`src/rtl/multicycle_ctrl.sv`:
```
// Multi-cycle RV32 control FSM: fetch/decode/execute/memory/writeback with a timed memory handshake.
// Optional feature: define MULTICYCLE_CTRL_TRAP_EN to halt in TRAP on an illegal opcode.
module multicycle_ctrl #(
  parameter int unsigned MEM_TIMEOUT = 16,
  parameter int unsigned TO_W        = 5
) (
  input  logic       clk,
  input  logic       rst_n,
  input  logic [6:0] instr_opcode,
  input  logic       branch_taken,
  input  logic       mem_ready,
  output logic       mem_req,
  output logic       mem_we,
  output logic       mem_addr_sel,
  output logic       ir_we,
  output logic       pc_we,
  output logic       pc_src,
  output logic [2:0] imm_sel,
  output logic       alu_a_sel,
  output logic       alu_b_sel,
  output logic       reg_we,
  output logic [1:0] wb_sel,
  output logic       bus_err,
  output logic       trap,
  output logic [2:0] state_o
);
  localparam int unsigned OP_W = 7;

  localparam logic [OP_W-1:0] OP_LUI    = 7'b0110111;
  localparam logic [OP_W-1:0] OP_AUIPC  = 7'b0010111;
  localparam logic [OP_W-1:0] OP_JAL    = 7'b1101111;
  localparam logic [OP_W-1:0] OP_R      = 7'b0110011;
  localparam logic [OP_W-1:0] OP_LOAD   = 7'b0000011;
  localparam logic [OP_W-1:0] OP_STORE  = 7'b0100011;
  localparam logic [OP_W-1:0] OP_BRANCH = 7'b1100011;

  localparam logic [2:0] IMM_I = 3'd0;
  localparam logic [2:0] IMM_S = 3'd1;
  localparam logic [2:0] IMM_B = 3'd2;
  localparam logic [2:0] IMM_U = 3'd3;
  localparam logic [2:0] IMM_J = 3'd4;

  localparam logic [1:0] WB_ALU = 2'd0;
  localparam logic [1:0] WB_MEM = 2'd1;
  localparam logic [1:0] WB_IMM = 2'd2;
  localparam logic [1:0] WB_PC4 = 2'd3;

  typedef enum logic [2:0] {
    S_IDLE   = 3'd0,
    S_FETCH  = 3'd1,
    S_DECODE = 3'd2,
    S_EXEC   = 3'd3,
    S_MEM    = 3'd4,
    S_WB     = 3'd5,
    S_TRAP   = 3'd6
  } state_t;

  state_t          state, state_n;
  logic [OP_W-1:0] op_q;
  logic [TO_W-1:0] cnt;
  logic            err_q;
  logic            req_act;
  logic            timeout;

  function automatic logic [2:0] imm_of(input logic [OP_W-1:0] op);
    case (op)
      OP_STORE:         imm_of = IMM_S;
      OP_BRANCH:        imm_of = IMM_B;
      OP_LUI, OP_AUIPC: imm_of = IMM_U;
      OP_JAL:           imm_of = IMM_J;
      default:          imm_of = IMM_I;
    endcase
  endfunction

  function automatic logic is_legal(input logic [OP_W-1:0] op);
    case (op)
      OP_LUI, OP_AUIPC, OP_JAL, OP_R,
      OP_LOAD, OP_STORE, OP_BRANCH: is_legal = 1'b1;
      default:                      is_legal = 1'b0;
    endcase
  endfunction

  // The cycle after a timeout shows bus_err with the request dropped, then FETCH re-requests.
  assign req_act = ((state == S_FETCH) && !err_q) || (state == S_MEM);
  assign timeout = req_act && !mem_ready && (cnt == TO_W'(MEM_TIMEOUT - 1));
  assign mem_req = req_act;
  assign bus_err = err_q;
  assign state_o = state;

  always_ff @(posedge clk or negedge rst_n) begin
    if (!rst_n) begin
      state <= S_IDLE;
      op_q  <= '0;
      cnt   <= '0;
      err_q <= 1'b0;
    end else begin
      state <= state_n;
      err_q <= timeout;
      if (state == S_DECODE) op_q <= instr_opcode;
      if ((state_n != state) || timeout) cnt <= '0;
      else if (req_act && !mem_ready)    cnt <= cnt + TO_W'(1);
    end
  end

  // Next state and control decode from (state, op_q) plus the handshake terms.
  always_comb begin
    state_n      = state;
    mem_we       = 1'b0;
    mem_addr_sel = 1'b0;
    ir_we        = 1'b0;
    pc_we        = 1'b0;
    pc_src       = 1'b0;
    imm_sel      = IMM_I;
    alu_a_sel    = 1'b0;
    alu_b_sel    = 1'b0;
    reg_we       = 1'b0;
    wb_sel       = WB_ALU;
    trap         = 1'b0;
    case (state)
      S_IDLE: state_n = S_FETCH;
      S_FETCH: begin
        if (req_act && mem_ready) begin
          ir_we   = 1'b1;
          pc_we   = 1'b1;
          state_n = S_DECODE;
        end
      end
      S_DECODE: begin
        imm_sel = imm_of(instr_opcode);
        if (is_legal(instr_opcode)) begin
          state_n = S_EXEC;
        end else begin
`ifdef MULTICYCLE_CTRL_TRAP_EN
          state_n = S_TRAP;
`else
          state_n = S_FETCH;
`endif
        end
      end
      S_EXEC: begin
        imm_sel = imm_of(op_q);
        case (op_q)
          OP_LOAD, OP_STORE: begin
            alu_b_sel = 1'b1;
            state_n   = S_MEM;
          end
          OP_BRANCH: begin
            alu_a_sel = 1'b1;
            alu_b_sel = 1'b1;
            pc_we     = branch_taken;
            pc_src    = 1'b1;
            state_n   = S_FETCH;
          end
          OP_JAL: begin
            alu_a_sel = 1'b1;
            alu_b_sel = 1'b1;
            pc_we     = 1'b1;
            pc_src    = 1'b1;
            reg_we    = 1'b1;
            wb_sel    = WB_PC4;
            state_n   = S_FETCH;
          end
          OP_R, OP_LUI, OP_AUIPC: state_n = S_WB;
          default:                state_n = S_FETCH;
        endcase
      end
      S_MEM: begin
        imm_sel      = imm_of(op_q);
        mem_addr_sel = 1'b1;
        mem_we       = (op_q == OP_STORE);
        if (mem_ready)    state_n = (op_q == OP_STORE) ? S_FETCH : S_WB;
        else if (timeout) state_n = S_FETCH;
      end
      S_WB: begin
        imm_sel = imm_of(op_q);
        reg_we  = 1'b1;
        state_n = S_FETCH;
        case (op_q)
          OP_LOAD: wb_sel = WB_MEM;
          OP_LUI:  wb_sel = WB_IMM;
          OP_AUIPC: begin
            alu_a_sel = 1'b1;
            alu_b_sel = 1'b1;
          end
          default: wb_sel = WB_ALU;
        endcase
      end
      S_TRAP: begin
`ifdef MULTICYCLE_CTRL_TRAP_EN
        trap = 1'b1;
`else
        state_n = S_IDLE;
`endif
      end
      default: state_n = S_IDLE;
    endcase
  end

endmodule

```
`config.mk`:
```
export PLATFORM = sky130hd
export DESIGN_NAME = multicycle_ctrl
export DESIGN_NICKNAME = d
export VERILOG_FILES = /design/src/rtl/multicycle_ctrl.sv
export SDC_FILE = /design/constraint.sdc
export NUM_CORES = 1
export LEC_CHECK = 0
export CAP_MARGIN = 20
export CELL_PAD_IN_SITES_DETAIL_PLACEMENT = 1
export CELL_PAD_IN_SITES_GLOBAL_PLACEMENT = 1
export CORE_ASPECT_RATIO = 0.7
export CORE_UTILIZATION = 38
export DETAILED_ROUTE_END_ITERATION = 10
export PLACE_DENSITY_LB_ADDON = 0.25
export SETUP_SLACK_MARGIN = 0.05
export SLEW_MARGIN = 20
export SYNTH_ARGS = -nofsm -noshare
export SYNTH_HDL_FRONTEND = slang
export SYNTH_SLANG_ARGS = --single-unit
```
`constraint.sdc`:
```
create_clock -name clk -period 5.1 [get_ports clk]
set_input_delay 1.02 -clock clk [delete_from_list [all_inputs] [get_ports clk]]
set_output_delay 1.02 -clock clk [all_outputs]
set_load 0.02 [all_outputs]
```
==> key figures <==
Outcome
  – Status: completed

Synthesis
  – Seq/Total Area, Yosys: 35.8%
  – Mux contribution to synthesized area: 6.03%
  – Compound-Gate Fraction of Synth Area: 17.3%
  – Syn nets: 138
  – FF+latch count, synth: 16
  – EDFF count, synth: 0
  – Largest family of logic cells by synthesized area: simple AND/OR/NAND/NOR gates
  – Unique masters post-synth: 48
  – Synthesized area: 0.00112 mm^2
  – Simple-gate area share of the yosys netlist: 28.6%
  – Synth Area in Adders: 3.13%
  – Post-synth top flop: dfrtp_1
  – Ys async rst share: 100%
  – Cells after Synth: 125
  – Xor and xnor area share after synthesis: 2.35%
  – Ys Warns: 0
  – Synth Area per Inst: 8.96 um^2

Timing
  – Final cycle utilization of the critical path: 78.6%
  – FMAX: 249 MHz
  – Slew Limit Fails: 0
  – Min Clock Period, post-route: 4.01 ns
  – Worst-margin pin slew: 0.763 ns
  – Slew margin rel.: 49.0%
  – Clock skew: 0.00217 ns
  – # setup viols final: 0
  – Hold Worst Slack: 0.563 ns
  – Final hold viol count: 0
  – RSZ-0062 raised after global routing: false
  – Setup TNS: 0 ns

Global route
  – Grt ovf: 0
  – Largest net degree at the start of global routing: 17
  – Number of global-route vias before repair: 973
  – Wire length of the first global-routing pass: 4870 um
  – Initial antenna violation count: 0
  – All-Layer GR Usage: 21.4%

Floorplan
  – Die area: 0.00317 mm^2
  – Starting density of the core: 40.0%
  – Die H: 47.4 um
  – Row cnt: 16
  – Core Region: 0.00280 mm^2
  – Die Width: 66.9 um
  – I/O Pins: 30

Worst setup path
  – CP max stage delay: 0.70 ns
  – Startpoint Class: input port
  – Crit Path Max Fanout: 8
  – Slowest-stage cell, CP: clkdlybuf4s50_1
  – Worst EP arrival: 2.99 ns
  – CP Class: input port to output port
  – Worst path required time: 4.08 ns
  – Worst path bufs/invs: 2
  – Most used cell, CP: clkdlybuf4s50_1
  – CP Cell Sequence: clkdlybuf4s50_1 -> nor3_1 -> a21oi_1 -> o41ai_1 -> clkdlybuf4s50_1
  – Crit path max-delay family: buffers and inverters
  – CP endpoint kind: output port

Pwr
  – Max VDD drop: 0.279 mV
  – PwrDens: 391 mW/mm^2
  – Leakage power: 0.583 nW

Place
  – Cells after DPL: 181
  – Port bufs: 28
  – GPL Wtd Cong: 0.815
  – DP HPWL: 2340 um

Clock network
  – CTS Buffer Depth: 2
  – Clk root buf: clkbuf_8
  – CTS Sinks: 16
  – TritonCTS Buffers: 3
  – Worst-Skew Late Latency: 0.25 ns
  – Hold-fix buffers at CTS: 0
  – Post-CTS setup buffers: 0
  – CTS tree: done
  – PostCTS Resize Cnt: 0
  – Clock H-tree levels: 1
  – Clock slew at reported path FFs: 0.07 ns

Layout
  – Final-stage net count: 163
  – Final cell count without fillers: 185
  – Most common cell after layout, fill and taps aside: clkdlybuf4s50_1
  – Diode count: 0
  – Most frequent cells in the layout: clkdlybuf4s50_1 (28), dfrtp_1 (16), nand2_1 (9), nor2_1 (8), inv_1 (7)
  – Share of cells above drive strength 1: 10.1%
  – Fin util: 51.9%
  – Area growth syn-to-layout: 29.8%

Drt
  – Drt first pass iters: 4
  – Routed vias/inst: 5.65
  – Avg WL per Cell: 16.4 um
  – Final wirelength: 3030 um
  – Drt drc: 0
  – Via count: 1046
  – Drt initial violations: 49
  – ANT nets after route: 0

Flow run
  – Maxcap violations: 0

Worst hold path
  – Worst Hold Class: flop to flop
cells in the mapped netlist, types with 2 or more instances:
cell type | instances | share of area, %
ha_1 | 2 | 2.2
mux2_2 | 6 | 6.0
buf_4 | 2 | 1.3
a21o_1 | 2 | 1.3
xnor2_1 | 2 | 1.6
o21ai_0 | 5 | 2.2
o211ai_1 | 2 | 1.3
nor3b_1 | 2 | 1.3
nor2_1 | 8 | 2.7
and2_1 | 2 | 1.1
nor3_1 | 4 | 1.8
clkbuf_1 | 2 | 0.67
o21a_1 | 3 | 2.0
inv_1 | 7 | 2.3
nor4_1 | 3 | 1.7
and3_1 | 4 | 2.2
nand2b_1 | 3 | 1.7
nor4b_1 | 2 | 1.6
nor2b_1 | 2 | 1.1
a21oi_1 | 5 | 2.2
buf_1 | 2 | 0.67
or3_1 | 3 | 1.7
nand3_1 | 2 | 0.89
a31o_2 | 2 | 1.6
nand2_1 | 9 | 3.0
o41ai_1 | 2 | 1.6
dfrtp_1 | 16 | 36
worst reg2reg max path, stage by stage (launching register included):
cell	delay, ns
dfrtp_1	0.56
nor3b_2	0.68
nand3_2	0.20
or4_1	0.49
nand3_1	0.09
per-layer routing:
layer / GRT usage, % / wire [um] / up-vias
met3: 4.52 / 160 / 5
li1: - / - / 496
met5: 0 / 0 / -
met1: 30.1 / 1450 / 515
met4: 5.11 / 21 / 0
met2: 34.3 / 1400 / 30
cell families (layout without fill, tap and decap cells):
family,count (synthesis),in the layout
xor+xnor,3,3
compound gates,28,28
mux,6,6
buf+inv,15,39
fa+ha+maj,3,3
flops,16,16
other cells,1,1
simple gates,53,53
registers in the layout (all words and copies together), names as in the netlist:
register and flops:
op_q 7, state_o 3, cnt 5, bus_err 1
through the flow:
step	area (um^2)	total power, W	setup WS [ns]
3_3_place_gp	1400	0.000442	1.26
5_1_grt	1450	0.000610	0.962
2_1_floorplan	1120	0.000372	1.90
4_1_cts	1450	0.000572	1.08
3_5_place_dp	1400	0.000454	1.07
6_report	1450	0.000568	1.09
report_power, final:
| part | internal [W] | switching [W] | total, W | leakage, nW |
|---|---|---|---|---|
| clock network | 0.0000686 | 0.0000478 | 0.000116 | 0.0288 |
| registers | 0.000165 | 0.0000628 | 0.000228 | 0.204 |
| logic | 0.000113 | 0.000111 | 0.000224 | 0.350 |
final timing paths:
kind	depth (start not counted)	from	slack [ns]	endpoint
worst min-delay path	2	cnt[3]	0.56	cnt[3]
worst min register to register	2	cnt[3]	0.56	cnt[3]
max in group asynchronous	1	rst_n	3.41	op_q[3]
min in group asynchronous	1	rst_n	1.21	bus_err
worst max-delay path	5	instr_opcode[2]	1.09	imm_sel[0]
worst max register to register	4	state_o[1]	3.02	state_o[1]
final cells by class:
class,count,area [um^2]
Tap cell,36,45.0
Fill cell,327,1350
Timing Repair Buffer,28,280
Multi-Input combinational cell,94,647
Sequential cell,16,400
Inverter,7,26.3
Clock buffer,4,55.1
Note: power is estimated with default switching activity, not from simulation.
